==> config.mk <==
export PLATFORM = sky130hd
export DESIGN_NAME = sa_ctrl_2x2
export DESIGN_NICKNAME = d
export VERILOG_FILES = /design/src/rtl/sa_ctrl_2x2.sv
export SDC_FILE = /design/constraint.sdc
export NUM_CORES = 1
export LEC_CHECK = 0
export BUFFER_PORTS_ARGS = -buffer_cell sky130_fd_sc_hd__buf_2
export CORE_ASPECT_RATIO = 1.2
export CORE_MARGIN = 2
export CORE_UTILIZATION = 45
export CTS_BUF_LIST = sky130_fd_sc_hd__clkbuf_8
export DETAILED_ROUTE_END_ITERATION = 10
export PLACE_DENSITY = 0.76
export SLEW_MARGIN = 40
export SYNTH_ARGS = -nofsm -noshare
export SYNTH_HDL_FRONTEND = slang
export SYNTH_SLANG_ARGS = --single-unit
==> constraint.sdc <==
create_clock -name clk -period 2.8 [get_ports clk]
set_clock_uncertainty 0.05 [all_clocks]
set_input_delay 0.28 -clock clk [delete_from_list [all_inputs] [get_ports clk]]
set_output_delay 0.28 -clock clk [all_outputs]
set_load 0.05 [all_outputs]
==> src/rtl/sa_ctrl_2x2.sv <==
// Controller for a 2x2 weight-stationary systolic array: loads the weight rows,
// skews activation vectors into the rows and deskews the column results into out_y.
module sa_ctrl_2x2 #(
    parameter int DATA_WIDTH = 16,
    parameter int ARRAY_LAT  = 3
) (
    input  logic                    clk,
    input  logic                    rst,
    input  logic                    start,
    input  logic [7:0]              nvec,
    input  logic [2*DATA_WIDTH-1:0] w_row0,
    input  logic [2*DATA_WIDTH-1:0] w_row1,
    input  logic                    in_valid,
    output logic                    in_ready,
    input  logic [2*DATA_WIDTH-1:0] in_x,
    output logic                    out_valid,
    output logic [2*DATA_WIDTH-1:0] out_y,
    output logic                    busy,
    output logic                    done,
    output logic [DATA_WIDTH-1:0]   sa_RD_0,
    output logic [DATA_WIDTH-1:0]   sa_RD_1,
    output logic [DATA_WIDTH-1:0]   sa_FDi_0,
    output logic [DATA_WIDTH-1:0]   sa_FDi_1,
    output logic                    sa_load,
    output logic                    sa_bd_PE_0,
    output logic                    sa_bd_PE_1,
    input  logic [DATA_WIDTH-1:0]   sa_FDo_0,
    input  logic [DATA_WIDTH-1:0]   sa_FDo_1
);
    localparam int DW      = DATA_WIDTH;
    localparam int VLD_LEN = ARRAY_LAT + 2;

    typedef enum logic [2:0] {S_IDLE, S_LOAD, S_STREAM, S_DRAIN, S_DONE} state_t;

    state_t              state;
    state_t              state_nxt;
    logic                load_ph;
    logic [7:0]          nvec_q;
    logic [7:0]          acc_cnt;
    logic [2*DW-1:0]     w_row0_q;
    logic                in_ready_q;
    logic                busy_q;
    logic                done_q;
    logic                load_q;
    logic [DW-1:0]       fdi0_q;
    logic [DW-1:0]       fdi1_q;
    logic [DW-1:0]       rd0_p0;
    logic [DW-1:0]       x1_p0;
    logic [DW-1:0]       rd1_p1;
    logic                bd0_p0;
    logic                bd1_p1;
    logic [VLD_LEN-1:0]  vld_sr;
    logic [DW-1:0]       fdo0_p1;
    logic                accept;
    logic                last_acc;
    logic                drain_last;

    assign accept     = in_valid & in_ready_q;
    assign last_acc   = accept && ((acc_cnt + 8'd1) == nvec_q);
    // The last result is leaving and nothing else is still inside the array.
    assign drain_last = vld_sr[VLD_LEN-1] && (vld_sr[VLD_LEN-2:0] == '0);

    always_comb begin
        state_nxt = state;
        case (state)
            S_IDLE:   if (start) state_nxt = S_LOAD;
            S_LOAD:   if (load_ph) state_nxt = (nvec_q == 8'd0) ? S_DONE : S_STREAM;
            S_STREAM: if (last_acc) state_nxt = S_DRAIN;
            S_DRAIN:  if (drain_last) state_nxt = S_DONE;
            S_DONE:   state_nxt = S_IDLE;
            default:  state_nxt = S_IDLE;
        endcase
    end

    always_ff @(posedge clk) begin
        if (rst) begin
            state      <= S_IDLE;
            load_ph    <= 1'b0;
            nvec_q     <= '0;
            acc_cnt    <= '0;
            w_row0_q   <= '0;
            in_ready_q <= 1'b0;
            busy_q     <= 1'b0;
            done_q     <= 1'b0;
            load_q     <= 1'b0;
            fdi0_q     <= '0;
            fdi1_q     <= '0;
            rd0_p0     <= '0;
            x1_p0      <= '0;
            rd1_p1     <= '0;
            bd0_p0     <= 1'b0;
            bd1_p1     <= 1'b0;
            vld_sr     <= '0;
            fdo0_p1    <= '0;
        end else begin
            state      <= state_nxt;
            load_ph    <= (state == S_LOAD) && !load_ph;
            in_ready_q <= (state_nxt == S_STREAM);
            busy_q     <= (state_nxt != S_IDLE);
            done_q     <= (state_nxt == S_DONE);
            load_q     <= (state_nxt == S_LOAD);

            if (state == S_IDLE && start) begin
                nvec_q   <= nvec;
                w_row0_q <= w_row0;
            end

            if (state == S_IDLE)
                acc_cnt <= '0;
            else if (accept)
                acc_cnt <= acc_cnt + 8'd1;

            // Row 1 weights go in first so they end up one PE deeper than row 0.
            if (state_nxt == S_LOAD && state == S_IDLE) begin
                fdi0_q <= w_row1[DW-1:0];
                fdi1_q <= w_row1[2*DW-1:DW];
            end else if (state_nxt == S_LOAD) begin
                fdi0_q <= w_row0_q[DW-1:0];
                fdi1_q <= w_row0_q[2*DW-1:DW];
            end else begin
                fdi0_q <= '0;
                fdi1_q <= '0;
            end

            // p0: element 0 enters row 0, element 1 waits one cycle for the row skew
            rd0_p0 <= accept ? in_x[DW-1:0] : '0;
            x1_p0  <= accept ? in_x[2*DW-1:DW] : '0;
            bd0_p0 <= accept && (acc_cnt == 8'd0);
            vld_sr <= {vld_sr[VLD_LEN-2:0], accept};

            // p1: element 1 enters row 1; column 0 result held to line up with column 1
            rd1_p1  <= x1_p0;
            bd1_p1  <= bd0_p0;
            fdo0_p1 <= sa_FDo_0;
        end
    end

    assign in_ready   = in_ready_q;
    assign busy       = busy_q;
    assign done       = done_q;
    assign sa_load    = load_q;
    assign sa_FDi_0   = fdi0_q;
    assign sa_FDi_1   = fdi1_q;
    assign sa_RD_0    = rd0_p0;
    assign sa_RD_1    = rd1_p1;
    assign sa_bd_PE_0 = bd0_p0;
    assign sa_bd_PE_1 = bd1_p1;
    assign out_valid  = vld_sr[VLD_LEN-1];
    assign out_y      = out_valid ? {sa_FDo_1, fdo0_p1} : '0;

endmodule

---- After elaboration in Yosys (flattened, before gate mapping) ----
Index checks and enable logic that the tools add are counted.
storage, ports and cells
  logic and storage cells ................. 53
  bits in registers ....................... 159
  output and inout port bits .............. 103
  input port bits ......................... 140
operators by class
  bitwise operators ....................... 2
  reduce and logical (&&, ||, !) cells .... 14
  muxes and demuxes ....................... 11
  add/subtract/negate cells ............... 1
  equal/unequal tests ..................... 7
operator list
  kind                                                 count
  two-way mux 16 bit                                   4
  two-way mux 32 bit                                   1
  logical NOT 8 bit                                    2
  two-way mux 3 bit                                    5
  case mux 3 bit (4 select lines)                      1
  equality test 3 x 2 -> 1 bit, second input constant  3
  adder 8 x 1 -> 8 bit, second input constant          1
  equality test 8 bit                                  1
  equality test 3 x 1 -> 1 bit, second input constant  2
  logical AND 1 bit                                    6
  logical NOT 4 bit                                    1
  OR reduction 2 bit                                   2
  equality test 3 bit, second input constant           1
  logical NOT 3 bit                                    1
  nonzero test 3 bit                                   1
  AND 1 bit                                            1
  logical NOT 1 bit                                    1
  NOT 1 bit                                            1

---- Depth between registers and ports, before layout ----
  depth after elaboration ................. 8
  gate-level depth with buffers ........... 9
  depth with buffers taken out ............ 8

---- Worst setup path before layout ----
No wires, ideal clock.
  path type ............................... flip-flop to flip-flop
  from .................................... register acc_cnt[2]
  to ...................................... register fdi0_q[4], in the netlist sa_FDi_0[4]
  data required time ...................... 2.685 ns
  slack ................................... 0.682 ns
  data arrival time ....................... 2.003 ns
  cell stages (with the launch flop) ...... 9
  buffers on the path ..................... 2
  setup time .............................. 0.065 ns
  clock period less this slack ............ 2.118 ns
  cells stage by stage .................... dfxtp_1 -> clkbuf_2 -> and4_4 -> nand2_1 -> or4_4 -> a2111oi_4 -> o211ai_4 -> buf_6 -> nor2_1
on the way
  cells in the longest elaborated chain, start to end .. 8
  elaborated cells between the ends (all ways) .. 9
  classes of those cells .................. 1 x add/sub; 2 x eq/ne; 4 x mux; 2 x reduce/logical
ends and longest elaborated chain
  item                                                     line      text
  start, declared                                          39        logic [7:0] acc_cnt;
  start signal, assigned                                   111       acc_cnt <= acc_cnt + 8'd1;
  adder 8 x 1 -> 8 bit *                                   59        assign last_acc = accept && ((acc_cnt + 8'd1) == nvec_q);
  equality test 8 bit *                                    59
  logical AND 1 bit *                                      59
  two-way mux 3 bit *                                      68        S_STREAM: if (last_acc) state_nxt = S_DRAIN;
  case mux 3 bit (4 select lines) *                        65        case (state)
  equality test 3 x 1 -> 1 bit *                           114, 117
  two-way mux 16 bit or logical AND 1 bit (tied branches)  117, 114
  two-way mux 16 bit *                                     114       if (state_nxt == S_LOAD && state == S_IDLE) begin
  end signal, assigned                                     115       fdi0_q <= w_row1[DW-1:0];
  end signal, assigned                                     118       fdi0_q <= w_row0_q[DW-1:0];
  end, declared                                            45        logic [DW-1:0] fdi0_q;
Mark *: on every way between the ends. The rest lies on a longest branch, timed or not.
A chain may end at the register's enable or synchronous reset.

---- Worst setup path after layout ----
  from .................................... register acc_cnt[3]
  to ...................................... register fdi1_q[15], in the netlist sa_FDi_1[15]
on the way
  cells in the longest elaborated chain, start to end .. 8
  elaborated cells between the ends (all ways) .. 9
  classes of those cells .................. 1 x add/sub; 2 x eq/ne; 4 x mux; 2 x reduce/logical
ends and longest elaborated chain
  item                                                     line      text
  adder 8 x 1 -> 8 bit *                                   59
  equality test 8 bit *                                    59
  logical AND 1 bit *                                      59
  two-way mux 3 bit *                                      68
  case mux 3 bit (4 select lines) *                        65
  equality test 3 x 1 -> 1 bit *                           114, 117
  two-way mux 16 bit or logical AND 1 bit (tied branches)  117, 114
  two-way mux 16 bit *                                     114
  end signal, assigned                                     116       fdi1_q <= w_row1[2*DW-1:DW];
  end signal, assigned                                     119       fdi1_q <= w_row0_q[2*DW-1:DW];
  end, declared                                            46        logic [DW-1:0] fdi1_q;
Marks and branches as above.

==> metrics.txt <==
Synth Cell Area=0.005642 mm2; hold_ws=between 20 and 25 ps; worst hold path type=input port to register; maximum clock rate=391.8 MHz; DR pass1 iterations=4; Power Density=612.8 mW/mm2; leak pwr=3.821 nW; Vias=4795; Via-to-Cell Ratio=4.602; Rows=44; Reg clk slew, reported paths=around 90 ps; CTS Hold Buffers Added=49; routed len/inst=13.23 um; worst endpoint data arrival time=2870 ps; area grow syn2layout=39.30%; die width=between 100 and 150 um; top post-synthesis cells by count=159 x dfxtp_1, 93 x nand2_1, 65 x and2_1; CP Capture Type=register; pre-CTS setup slack=254.8 ps; GR Util All Layers=20.25%; post-CTS setup buffer count=0; GR Overflow Total=0; Antenna Nets Post-Route=0; final core occ=64.59%; Die ar.=0.01345 mm2; peak supply drop=0.4504 mV; post-CTS resize count=0; Detailed Place HPWL=~9.3 mm; Max-slew headroom=55.65%; H-tree depth=4; io pins=between 200 and 250; Final nets=between 1000 and 1500; CP startpoint kind=register; #FFs+latches synth=159; min Tclk post-route=2552 ps; Starting Density=between 40% and 50%; number of buffers created by CTS=17; antenna violations before repair=0; antenna cell count=0; Final period util=91.15%; post-synth top area cell=dfxtp_1; Distinct cells, synth=39; RSZ-0062 raised after global routing=false; synthesized net count=729; Worst EP required=3120 ps; Layout Cells excl Fill=1042; Worst-Margin Slew=663.6 ps; DRT iter0 DRCs=~180; layout cell share with drive strength beyond 1=approximately 33%; # setup viols final=0; final hold vios=0; clk_lat worst skew=430 ps; die height=126.7 um; largest net degree at the start of global routing=41; Max Root-Sink Buffers=2; vias in the first global route=4533; crit path max fanout=17; Synth Instances=587; clock tree root buffer cell=clkbuf_8; synthesized area per cell=9.611 um2; # DRC=0; Port-buffer cells=242; first-pass GRT wire length=21.42 mm; routability congestion estimate=around 0.8; Seq/Total Area, Yosys=56.42%; fin. max-slew vios=0; final WL=13.79 mm; CTS sink cnt=approximately 160; EDFF count, synth=0; count leader, synth=dfxtp_1; top post-synthesis cells by area=dfxtp_1 56%, and2_1 7.2%, nand2_1 6.2%; CTS tree=built; status=finished, final reports clean; Setup CP Type=register to register; core area=0.01217 mm2; Top FF cell, synth=dfxtp_1; max_cap viols=0; TNS Setup=0 ps; dpl cells=around 960; top cell type's share of synthesized area=56.42%; async set-reset flop share out of synthesis=0%; Worst Setup Slack, final=247.9 ps; Synthesis Warnings=0
per-stage QoR:
step | area, um2 | total power, mW
global route | 7859 | 5.016
CTS | 7859 | 4.864
global placement | 6915 | 3.009
detailed placement | 6945 | 3.028
finish | 7859 | 4.816
floorplan | 5642 | 2.835
power breakdown:
group	switching, mW	internal, mW	total (mW)
Clock	0.880	0.909	1.79
Combinational	0.366	0.263	0.629
Sequential	0.0435	2.35	2.40
kinds of logic (layout without fill, tap and decap cells):
| family | after synthesis | after routing | synth area share (%) |
|---|---|---|---|
| DFF | 159 | 159 | 56.42 |
| muxes | 33 | 33 | 5.855 |
| AOI/OAI and AO/OA | 59 | 59 | 6.343 |
| adders and majority gates | 2 | 2 | 0.4435 |
| xor gates and xnor gates | 17 | 17 | 2.639 |
| and+or+nand+nor | 270 | 270 | 23.91 |
| buffers and inverters | 47 | 341 | 4.391 |
sequential cells by signal, indices dropped and copies added (netlist names):
signal      flops
sa_RD_0        16
w_row0_q       32
sa_FDi_1       16
vld_sr          5
busy            1
in_ready        1
sa_bd_PE_0      1
x1_p0          16
fdo0_p1        16
nvec_q          8
sa_FDi_0       16
sa_RD_1        16
state           3
done            1
sa_load         1
sa_bd_PE_1      1
load_ph         1
acc_cnt         8
layout make-up:
class	count	area, um2
Fill cell	1042	4308
Multi-Input combinational cell	381	2217
Inverter	10	37.54
Timing Repair Buffer	300	1797
Clock inverter	14	188.9
Sequential cell	159	3183
Clock buffer	17	234.0
Tap cell	161	201.4
placed cells by master (no fill, tap or decap), types with 2 or more instances in the layout:
cell type and instances:
buf_2 242, dfxtp_1 159, nand2_1 93, and2_1 66, dlygate4sd3_1 49, a21oi_1 46
nor2_1 45, nor2b_1 39, mux2i_1 33, clkbuf_8 17, xnor2_1 13, inv_1 10
nand3_1 8, inv_6 7, buf_4 6, xor2_1 4, nor3_1 4, o21ai_0 4
nor4_1 3, or2_2 3, bufinv_16 3, nand4_1 2, a31oi_1 2, ha_1 2
clkinvlp_4 2, inv_8 2, buf_8 2
metal layers:
| metal | vias to the layer above | track usage (%) | share of wire, % |
|---|---|---|---|
| li1 | 2441 | - | - |
| met1 | 2186 | 22.01 | 40 |
| met2 | 148 | 36.61 | 52 |
| met3 | 20 | 6.886 | 6.4 |
| met4 | 0 | 6.811 | 2.0 |
| met5 | - | 0 | 0 |
worst max-delay path, cell delays in order (launching register included):
cell and delay [ps]:
dfxtp_1 490, and4_4 300, nand2_1 50, or4_4 490, a2111oi_4 470, o211ai_4 170, buf_8 190, buf_8 150
nor2_1 120
final timing paths:
path | cells past startpoint | slack (ps) | start | endpoint
worst max-delay path | 8 | 250 | acc_cnt[3] | sa_FDi_1[15]
worst min-delay path | 3 | 20 | w_row1[11] | sa_FDi_0[11]
worst max register to register | 8 | 250 | acc_cnt[3] | sa_FDi_1[15]
worst min register to register | 1 | 400 | x1_p0[5] | sa_RD_1[5]
Note: power is estimated with default switching activity, not from simulation.
